==> config.mk <==
export PLATFORM = sky130hd
export DESIGN_NAME = pipe_ctrl
export DESIGN_NICKNAME = d
export VERILOG_FILES = /design/src/rtl/pipe_ctrl_pkg.sv /design/src/rtl/pipe_stall_wdt.sv /design/src/rtl/pipe_ctrl.sv
export SDC_FILE = /design/constraint.sdc
export NUM_CORES = 1
export LEC_CHECK = 0
export CAP_MARGIN = 15
export CORE_MARGIN = 2
export CORE_UTILIZATION = 35
export CTS_CLUSTER_DIAMETER = 200
export DETAILED_ROUTE_END_ITERATION = 16
export PLACE_DENSITY = 0.75
export SLEW_MARGIN = 25
export SYNTH_ARGS = -nofsm -noshare
export SYNTH_HDL_FRONTEND = slang
export SYNTH_SLANG_ARGS = --single-unit
==> constraint.sdc <==
create_clock -name clk_in -period 1.9 [get_ports clk_in]
set_input_delay 0.38 -clock clk_in [delete_from_list [all_inputs] [get_ports clk_in]]
set_output_delay 0.38 -clock clk_in [all_outputs]
set_load 0.005 [all_outputs]
==> src/rtl/pipe_ctrl_pkg.sv <==
// Purpose : shared stall-vector encodings, FSM state type and stall merge helper for pipe_ctrl.
// Latency : n/a (types, constants and a pure function only).
// Backpres: n/a.
// Contents: STOP level, STALL_* vectors (bit0 PC .. bit5 WB), pipe_state_e, stall_merge().
package pipe_ctrl_pkg;

  // A stall bit at STOP means the stage holds its register this cycle.
  localparam logic STOP = 1'b1;

  localparam logic [5:0] STALL_NONE = 6'b000000;
  localparam logic [5:0] STALL_ID   = 6'b000111;
  localparam logic [5:0] STALL_EX   = 6'b001111;
  localparam logic [5:0] STALL_MEM  = 6'b011111;

  typedef enum logic [1:0] {
    ST_RUN   = 2'd0,
    ST_PEND  = 2'd1,
    ST_REDIR = 2'd2
  } pipe_state_e;

  // The deepest requesting stage wins: it freezes itself and everything upstream.
  function automatic logic [5:0] stall_merge(input logic req_id, input logic req_ex,
                                             input logic req_mem);
    logic [5:0] vec;
    vec = STALL_NONE;
    if (req_mem)     vec = STALL_MEM;
    else if (req_ex) vec = STALL_EX;
    else if (req_id) vec = STALL_ID;
    return vec;
  endfunction

endpackage

==> src/rtl/pipe_stall_wdt.sv <==
// Purpose : stall watchdog, counts consecutive stalled cycles and raises a sticky timeout flag.
// Latency : flag rises one edge after the count reaches MAX_STALL_CYCLES.
// Backpres: none; observes the stall vector only.
// Ports   : clk_in, reset_in (sync, active-high), stall_active (stall_out != 0), stall_timeout (sticky).
module pipe_stall_wdt #(
  parameter int unsigned MAX_STALL_CYCLES = 1024
) (
  input  logic clk_in,
  input  logic reset_in,
  input  logic stall_active,
  output logic stall_timeout
);

  localparam int unsigned CW = $clog2(MAX_STALL_CYCLES + 1);
  localparam logic [CW-1:0] MAX_CNT = CW'(MAX_STALL_CYCLES);

  logic [CW-1:0] stall_cnt;

  always_ff @(posedge clk_in) begin
    if (reset_in) begin
      stall_cnt     <= '0;
      stall_timeout <= 1'b0;
    end else begin
      // Any free-running cycle restarts the count; saturate so a long stall cannot wrap.
      if (!stall_active)
        stall_cnt <= '0;
      else if (stall_cnt != MAX_CNT)
        stall_cnt <= stall_cnt + 1'b1;
      if (stall_cnt == MAX_CNT)
        stall_timeout <= 1'b1;
    end
  end

endmodule

==> src/rtl/pipe_ctrl.sv <==
// Purpose : rv32i pipeline control: merges stall requests, issues and replays jump/flush redirects.
// Latency : stall vector and unblocked redirect are combinational (0 cycles); blocked redirect replays
//           the cycle after the last stalled cycle. Backpres: a redirect hitting an EX/MEM stall is held.
// Ports   : clk_in, reset_in (sync, active-high), stallreq_{id,ex,mem}_in, branch_req_in/branch_addr_in,
//           stall_out[5:0] (bit0 PC .. bit5 WB), jump_flush_out, jump_address_out, stall_timeout_out.
// Config  : PIPE_CTRL_WDT_EN compiles in the stall watchdog; otherwise stall_timeout_out is tied low.
module pipe_ctrl
  import pipe_ctrl_pkg::*;
#(
  parameter int unsigned ADDR_WIDTH       = 32,
  parameter int unsigned MAX_STALL_CYCLES = 1024
) (
  input  logic                  clk_in,
  input  logic                  reset_in,
  input  logic                  stallreq_id_in,
  input  logic                  stallreq_ex_in,
  input  logic                  stallreq_mem_in,
  input  logic                  branch_req_in,
  input  logic [ADDR_WIDTH-1:0] branch_addr_in,
  output logic [5:0]            stall_out,
  output logic                  jump_flush_out,
  output logic [ADDR_WIDTH-1:0] jump_address_out,
  output logic                  stall_timeout_out
);

  pipe_state_e           state_q, state_d;
  logic [ADDR_WIDTH-1:0] pend_addr_q, pend_addr_d;
  logic [5:0]            req_vec;
  logic                  blocked;

  always_ff @(posedge clk_in) begin
    if (reset_in) begin
      state_q     <= ST_RUN;
      pend_addr_q <= '0;
    end else begin
      state_q     <= state_d;
      pend_addr_q <= pend_addr_d;
    end
  end

  always_comb begin
    req_vec          = stall_merge(stallreq_id_in, stallreq_ex_in, stallreq_mem_in);
    // Only EX/MEM freeze the stage that resolves branches; an ID hazard never blocks a redirect.
    blocked          = stallreq_ex_in | stallreq_mem_in;
    state_d          = state_q;
    pend_addr_d      = pend_addr_q;
    stall_out        = req_vec;
    jump_flush_out   = 1'b0;
    jump_address_out = '0;

    unique case (state_q)
      ST_RUN: begin
        if (branch_req_in) begin
          if (!blocked) begin
            jump_flush_out   = 1'b1;
            jump_address_out = branch_addr_in;
            // The ID load-use request belongs to the wrong path being flushed.
            stall_out        = {req_vec[5:3], 3'b000};
          end else begin
            pend_addr_d = branch_addr_in;
            state_d     = ST_PEND;
          end
        end
      end
      ST_PEND: begin
        // EX is frozen here, so branch_req_in cannot be genuine and is ignored.
        if (!blocked) state_d = ST_REDIR;
      end
      ST_REDIR: begin
        jump_flush_out   = 1'b1;
        jump_address_out = pend_addr_q;
        stall_out        = STALL_NONE;
        state_d          = ST_RUN;
      end
      default: state_d = ST_RUN;
    endcase

    // Outputs read as their reset values while reset is held.
    if (reset_in) begin
      stall_out        = STALL_NONE;
      jump_flush_out   = 1'b0;
      jump_address_out = '0;
      state_d          = ST_RUN;
    end
  end

`ifdef PIPE_CTRL_WDT_EN
  pipe_stall_wdt #(
    .MAX_STALL_CYCLES(MAX_STALL_CYCLES)
  ) u_wdt (
    .clk_in        (clk_in),
    .reset_in      (reset_in),
    .stall_active  (stall_out != STALL_NONE),
    .stall_timeout (stall_timeout_out)
  );
`else
  // Threshold is meaningless without the watchdog; keep it referenced so it is not flagged as dead.
  logic cfg_unused;
  assign cfg_unused        = (MAX_STALL_CYCLES == 0);
  assign stall_timeout_out = 1'b0;
`endif

endmodule

# Yosys cells after proc, flatten, opt, wreduce, memory -nomap -nowiden
# Index checks and enable logic that the tools add are counted.
[word_totals]
reg_bits = 34
output_inout_bits = 40
word_cells = 30
in_bits = 38
[classes]
bitwise = 1
n_mux = 19
n_reduce_logical = 3
n_eq_ne = 5
[op_table]
columns = ["operator", "count"]
rows = [
  ["2-to-1 mux 32 bit", 3],
  ["case mux 32 bit (2 select lines)", 1],
  ["case mux 5 bit (2 select lines)", 1],
  ["2-to-1 mux 3 bit", 3],
  ["2-to-1 mux 2 bit", 3],
  ["2-to-1 mux 6 bit", 1],
  ["inequality test 2 bit, second input constant", 3],
  ["AND reduction 3 bit", 2],
  ["2-to-1 mux 5 bit", 1],
  ["2-to-1 mux 4 bit", 1],
  ["case mux 2 bit (2 select lines)", 1],
  ["2-to-1 mux 1 bit", 3],
  ["== test 2 x 1 -> 1 bit, second input constant", 1],
  ["== test 2 bit, second input constant", 1],
  ["logical NOT 2 bit", 1],
  ["case mux 1 bit (2 select lines)", 1],
  ["bitwise OR 1 bit", 1],
]

# Depth between registers and ports, before layout
# Gate-level depths: netlist (run 1).
[depth]
word_depth = 7
mapped_depth = 5
depth_no_buf = 3

# Least setup slack after synthesis (run 1)
# No wires, ideal clock.
[synth_timing]
kind = "input to output"
startpoint = "input stallreq_mem_in"
endpoint = "output jump_address_out[23]"
setup_slack_ps = 349
path_buffers = 1
t_required_ps = 1520
t_arrival_ps = 1171
path_stages = 4
path_cell_list = "nor2_2 > clkbuf_1 > a32oi_1 > nor2_1"
[synth_between]
elab_chain_len = 5
[synth_lines]
columns = ["item", "line", "text"]
rows = [
  ["start, declared", "pipe_ctrl.sv:17", "input logic stallreq_mem_in,"],
  ["bitwise OR 1 bit", "pipe_ctrl.sv:44", "blocked = stallreq_ex_in | stallreq_mem_in;"],
  ["2-to-1 mux 32 bit", "pipe_ctrl.sv:54", "if (!blocked) begin"],
  ["2-to-1 mux 32 bit", "pipe_ctrl.sv:53", "if (branch_req_in) begin"],
  ["case mux 32 bit (2 select lines)", "pipe_ctrl.sv:51", "unique case (state_q)"],
  ["2-to-1 mux 32 bit", "pipe_ctrl.sv:79", "if (reset_in) begin"],
  ["end, declared", "pipe_ctrl.sv:22", "output logic [ADDR_WIDTH-1:0] jump_address_out,"],
]
# No other way between the ends.

# Final worst setup path (run 1)
[layout_timing]
startpoint = "register state_q[1]"
endpoint = "output jump_address_out[4]"
[layout_between]
elab_chain_len = 3
word_cells_on_any_way = 4
classes_between = "eq/ne: 1; mux: 2; reduce/logical: 1"
[layout_lines]
columns = ["item", "line", "text"]
rows = [
  ["start, declared", "pipe_ctrl.sv:26", "pipe_state_e state_q, state_d;"],
  ["start signal, assigned", "pipe_ctrl.sv:36", "state_q <= state_d;"],
  ["== test 2 bit or logical NOT 2 bit (tied branches)", "pipe_ctrl.sv:51", ""],
  ["case mux 32 bit (2 select lines) (*)", "pipe_ctrl.sv:51", ""],
  ["2-to-1 mux 32 bit (*)", "pipe_ctrl.sv:79", ""],
]
# Every way passes the cells marked *; elsewhere a longest branch is shown, timed or not.

==> run_results.csv, run 1 <==
group,metric,value,unit
run_status,outcome,"complete, but fails checks",
run_status,violations,"negative setup slack",
clock_tree,clock-root-buffer,"clkbuf_8",
power,vdd_drop_max,264,uV
clock_tree,cts_tree,"built",
die,row_count,27,
setup_path,worstPathMaxFanout,5,
timing,drv_slew,0,
place,pre_cts_ws,-577,ps
power,p_per_area,555,nW/um^2
synthesis,synth_area_leader_cell,"dfxtp_1",
synthesis,syn_inst,240,
synthesis,synth_top_area_share,33.0,%
power,total_power,1.78,mW
finish,layout.nets,369,
finish,diodes,0,
die,die_area,6530,sq um
synthesis,ys_warn_count,0,
global_routing,grt_usage,18.7,%
place,hpwl,3600,um
setup_path,critPathKind,"reg2out",
die,start_util,36.8,%
global_routing,grt_pass1_vias,1983,
place,place_area,2940,sq um
finish,fin_area,3200,sq um
setup_path,cp_data_arrival_time,1630,ps
global_routing,overflow,0,
setup_path,slowest_delay,360,ps
global_routing,grt_max_degree,35,
clock_tree,cts_sinks,34,
clock_tree,cts_inserted_buffers,5,
setup_path,endpoint_kind,"primary output",
detailed_routing,highest_layer,"met4",
detailed_routing,first_iter_violations,60,
synthesis,avgSynthCellArea,8.60,sq um
min_path,hold_path.class,"reg2reg",
detailed_routing,dr.pass1.iters,4,
timing,fin_setup_tns,-364,ps
detailed_routing,detail-route-antenna-nets,0,
clock_tree,path_clk_slew,60,ps
synthesis,syn_area,2060,sq um
detailed_routing,via_count,2084,
clock_tree,hold_buffers,0,
detailed_routing,drt-total-wl,6000,um
timing,finalCriticalPeriod,2010,ps
clock_tree,htree_levels,2,
timing,hold_slack,472,ps
detailed_routing,dr_wl_met3,336,um
clock_tree,clockBufferDepth,2,
timing,finClkSkew,6.61,ps
detailed_routing,wire_per_inst,14.9,um
place,place.gp.congestion,0.781,
die,die_h,80.8,um
timing,hold_viol,0,
detailed_routing,wl_met2,2920,um
synthesis,synthDistinctLibCells,20,
finish,layout-drive-gt1-share,26.4,%
setup_path,cpMostUsedCell,"buf_6",
synthesis,ys_seq_elements,34,
setup_path,startpoint_type,"register",
timing,finalSetupViolCount,11,
die,core,5610,sq um
synthesis,ys_top_cells_by_area,"dfxtp_1 33%, nand2b_1 19%, mux2i_1 16%",
die,io_pins,78,
timing,min_period_over_period,106,%
timing,grt_setup_unrepaired,"true",
setup_path,crit_path_top_delay_cell,"dfxtp_4",
setup_path,cp.required,1520,ps
setup_path,path_cells,"nor3b_4 -> buf_6 -> buf_8 -> buf_6 -> buf_6 -> a32oi_2 -> nor2_1 -> buf_2",
flow_run,cap_violations,0,
global_routing,grt_pass1_wl,9680,um
detailed_routing,via_per_inst,5.18,
timing,max_freq,0.498,GHz
timing,setup_ws,-106,ps
finish,area_growth,55.1,%
finish,fillers,524,
place,io_buffers,75,
power,power.leakage,1.33,nW
die,die_w,80.8,um
synthesis,ys_seq_area_share,33.0,%
detailed_routing,m1WireLength,2680,um
global_routing,antenna_found_initial,0,
clock_tree,clk_latency,280,ps
detailed_routing,drc,0,
critical path: cells and delay by family, from the launching register on:
kind / cells / cell delay [ps]
simple gates: 2 / 330
compound gates: 1 / 90
flops: 1 / 360
buf+inv: 5 / 560
registers in the layout (all words and copies together) (netlist names):
name         count
pend_addr_q     32
state_q          2
where the power goes:
group	switching, mW	internal (mW)	total [mW]
sequential	0.0279	0.758	0.786
combinational	0.193	0.279	0.472
clock	0.239	0.279	0.518
kinds of logic after synthesis:
family	after synthesis	share of synthesized area, %
flip-flops	34	33.0
AO/OA/AOI/OAI	35	14.4
buffers and inverters	29	7.94
multiplexers	32	15.5
other	1	0.182
AND/OR/NAND/NOR	109	28.9
area by class of cell:
| cell class | count | area [sq um] | area share [%] |
|---|---|---|---|
| Timing Repair Buffer | 112 | 1060 | 33.2 |
| Tap cell | 72 | 90.1 | 2.82 |
| Clock buffer | 6 | 82.6 | 2.58 |
| Sequential cell | 34 | 688 | 21.5 |
| Multi-Input combinational cell | 178 | 1280 | 39.9 |
repair_timing:
action | CTS | global route
cloned | 3 | 0
resized for setup | 160 | 7
pin swaps | 24 | 14
buffers inserted | 17 | 3
setup endpoints to repair | 38 | 33
worst paths after layout:
kind                                   to  slack [ps]                         from  cells after the start
max                   jump_address_out[4]        -110      state_q[1]$_SDFFE_PP0P_                      8
min           pend_addr_q[9]$_SDFFE_PP0P_         470  pend_addr_q[9]$_SDFFE_PP0P_                      2
max reg2reg  pend_addr_q[12]$_SDFFE_PP0P_         330      state_q[1]$_SDFFE_PP0P_                      5
min reg2reg   pend_addr_q[9]$_SDFFE_PP0P_         470  pend_addr_q[9]$_SDFFE_PP0P_                      2
metrics by stage:
stage	instances	utilization [%]
global placement	376	52.4
detailed placement	376	52.4
floorplan	241	-
global route	402	57.1
finish	402	57.1
CTS	402	57.1
routing by layer:
layer  vias up  GRT usage (%)
li1       1013              -
met1      1004           24.0
met2        59           32.2
met3         8           4.11
met4         0           4.24
met5         -              0
cells in the mapped netlist:
cell and count:
a21oi_1 1, a32oi_1 32, and3_1 1, buf_2 2, buf_4 5, buf_8 3, clkbuf_1 19, conb_1 1
dfxtp_1 34, mux2i_1 32, nand2b_1 64, nor2_1 36, nor2_2 1, nor2b_1 2, nor3_1 2, nor3b_1 1
nor3b_2 1, o21a_1 1, o21ai_0 1, or2_2 1
cells in the final DEF, fill, tap and decap left out, drive strengths merged:
cell / instances
o21ai: 1
nor3: 2
dfxtp: 34
or2: 1
nor2b: 2
clkdlybuf4s15: 5
buf: 62
nor3b: 2
a21oi: 1
conb: 2
o21a: 1
mux2i: 32
clkbuf: 7
clkdlybuf4s50: 33
bufbuf: 2
nor2: 37
and3: 1
nand2b: 64
dlygate4sd2: 9
a32oi: 32
No activity file was read; power rests on OpenSTA's default activity.
==> inputs of run 2 (changes only) <==
Settings changed: GPL_ROUTABILITY_DRIVEN set to 0.
==> results of run 2 <==
No change in the layout: final DEF, timing and power equal those of run 1.
==> inputs of run 3 (changes only) <==
Settings changed: SKIP_LAST_GASP set to 1.
==> run 3 against run 2 <==
Net effect:
- the run still ends with negative setup slack left
- routed wire length is 1.2% higher
- clock-buffer cell count stayed put
- critical path depth stayed put
- die area stayed put
- combinational power is 4.7% higher
- flip-flop and latch count stayed put
- sequential power hardly changed
- worst setup slack worse by 25 ps
==> run_results.csv, run 3 (synthesis gave the netlist of run 1 again) <==
group,metric,value,unit
run_status,outcome,"complete, but fails checks",
run_status,violations,"negative setup slack",
die,row_count,27,
die,io_pins,78,
flow_run,cap_violations,0,
clock_tree,cts_tree,"built",
setup_path,endpoint_kind,"primary output",
finish,layout_common_cells,"64 x nand2b_1, 36 x nor2_1, 33 x clkdlybuf4s50_1, 32 x mux2i_1, 32 x dfxtp_1",
timing,hold_viol,0,
timing,drv_slew,0,
setup_path,cp_data_arrival_time,1650,ps
timing,min_period_over_period,107,%
place,place_inst,376,
global_routing,grt_pass1_wl,9670,um
finish,largest_reg_flops,32,
clock_tree,clk_latency,280,ps
place,io_buffers,75,
die,core,5610,sq um
die,die_h,80.8,um
power,p_sw_share,26.0,%
clock_tree,clockBufferDepth,2,
finish,layout-drive-gt1-share,28.6,%
finish,multi_input_area,1320,sq um
detailed_routing,via_per_inst,5.18,
timing,finClkSkew,6.41,ps
setup_path,worstPathMaxFanout,5,
finish,fin_util,58.6,%
die,die_w,80.8,um
power,p_per_area,548,nW/um^2
min_path,hp-start,"pend_addr_q[9]$_SDFFE_PP0P_",
finish,diodes,0,
clock_tree,cts_sinks,34,
detailed_routing,detail-route-antenna-nets,0,
clock_tree,path_clk_slew,60,ps
setup_path,path_cells,"nor3b_4 -> buf_6 -> buf_8 -> buf_6 -> buf_6 -> a32oi_2 -> nor2_1 -> buf_2",
power,p_switching,0.468,mW
global_routing,grt_pass1_vias,1983,
timing,setup_ws,-131,ps
clock_tree,hold_buffers,0,
global_routing,overflow,0,
detailed_routing,drt-total-wl,6080,um
finish,layout.nets,371,
die,die_area,6530,sq um
power,power_frac_comb,27.5,%
setup_path,cp.required,1520,ps
min_path,hold_path_depth,2,
global_routing,grt_max_degree,35,
timing,grt_setup_unrepaired,"true",
place,hpwl,3600,um
setup_path,crit_path_top_delay_cell,"dfxtp_4",
global_routing,grt_usage,18.7,%
power,vdd_drop_max,264,uV
timing,hold_slack,471,ps
detailed_routing,wire_per_inst,15.0,um
detailed_routing,dr.pass1.iters,4,
setup_path,reg2reg_to,"pend_addr_q[12]$_SDFFE_PP0P_",
finish,area_growth,59.2,%
setup_path,cpMostUsedCell,"buf_6",
setup_path,r2r-start,"state_q[1]$_SDFFE_PP0P_",
timing,finalCriticalPeriod,2030,ps
detailed_routing,drc,0,
timing,finalSetupViolCount,15,
clock_tree,htree_levels,2,
global_routing,antenna_found_initial,0,
detailed_routing,via_count,2091,
min_path,whs_endpoint,"pend_addr_q[9]$_SDFFE_PP0P_",
power,clkPwrFrac,28.7,%
power,seqPwrFrac,43.8,%
finish,fin_cells,404,
timing,fin_setup_tns,-641,ps
detailed_routing,first_iter_violations,58,
min_path,hold_path.class,"reg2reg",
setup_path,critPathKind,"reg2out",
clock_tree,cts_inserted_buffers,5,
die,start_util,36.8,%
clock_tree,clock-root-buffer,"clkbuf_8",
setup_path,rrSetupSlack,430,ps
setup_path,slowest_delay,360,ps
setup_path,r2r_cells,5,
setup_path,startpoint_type,"register",
finish,layout_commonest_cell,"nand2b_1",
finish,regMostFlops,"pend_addr_q",
finish,fillers,523,
finish,regArea,688,sq um
timing,max_freq,0.492,GHz
finish,largestRegisters,"pend_addr_q (32), state_q (2)",
power,p_int,1.33,mW
power,power.leakage,1.37,nW
==> run 3: cell types whose count changed in the layout (fill, tap and decap cells not counted), sizes merged <==
cell | previous run | this run
buf | 62 | 60
clkbuf | 7 | 11
==> run 3: power groups by stage <==
stage / clock (mW) / combinational (mW) / sequential (mW)
after global placement: 0 / 0.383 / 0.800
final: 0.517 / 0.494 / 0.788
after global routing: 0.563 / 0.529 / 0.791
after CTS: 0.534 / 0.486 / 0.785
after detailed placement: 0 / 0.389 / 0.801
after floorplan: 0 / 0.213 / 0.793
==> run 3: repair_timing <==
action / in CTS / in global routing
gates resized for setup: 134 / 38
pin swaps: 24 / 33
setup endpoints to repair: 38 / 33
cloned: 3 / 0
setup buffers: 17 / 5
==> run 3: worst max-delay path: cells and delay by family (launching register included) <==
kind / cells / cell delay (ps)
buffers and inverters: 5 / 580
AND/OR/NAND/NOR: 2 / 350
flip-flops: 1 / 360
AO/OA/AOI/OAI: 1 / 90
==> run 3: per-stage QoR <==
step | cell area [sq um] | setup slack [ps] | power (mW)
detailed placement | 2940 | -577 | 1.19
CTS | 3280 | -202 | 1.81
global placement | 2940 | -541 | 1.18
floorplan | 2070 | 349 | 1.01
finish | 3280 | -131 | 1.80
global route | 3280 | -240 | 1.88
==> run 3: layer usage <==
layer,GRT usage [%],wire length [um],vias to the layer above
met3,4.00,368,8
met4,4.24,64,0
li1,-,-,1017
met1,24.0,2600,1003
met5,0,0,-
met2,32.3,3040,63
==> run 3: final cells by class <==
class / count / share of cell area, %
multi-input combinational: 178 / 40.2
sequential: 34 / 21.0
timing repair buffer: 114 / 33.6
clock buffer: 6 / 2.51
tap: 72 / 2.74
==> run 3: how the worst max path moves through the flow <==
stage                            startpoint  cells after the start                    to  slack, ps
finish              state_q[1]$_SDFFE_PP0P_                      8   jump_address_out[4]       -130
global placement              branch_req_in                      6  jump_address_out[31]       -540
CTS                 state_q[0]$_SDFFE_PP0P_                      9   jump_address_out[4]       -200
global route        state_q[1]$_SDFFE_PP0P_                      8   jump_address_out[4]       -240
floorplan                   stallreq_mem_in                      4  jump_address_out[23]        350
detailed placement            branch_req_in                      6  jump_address_out[12]       -580
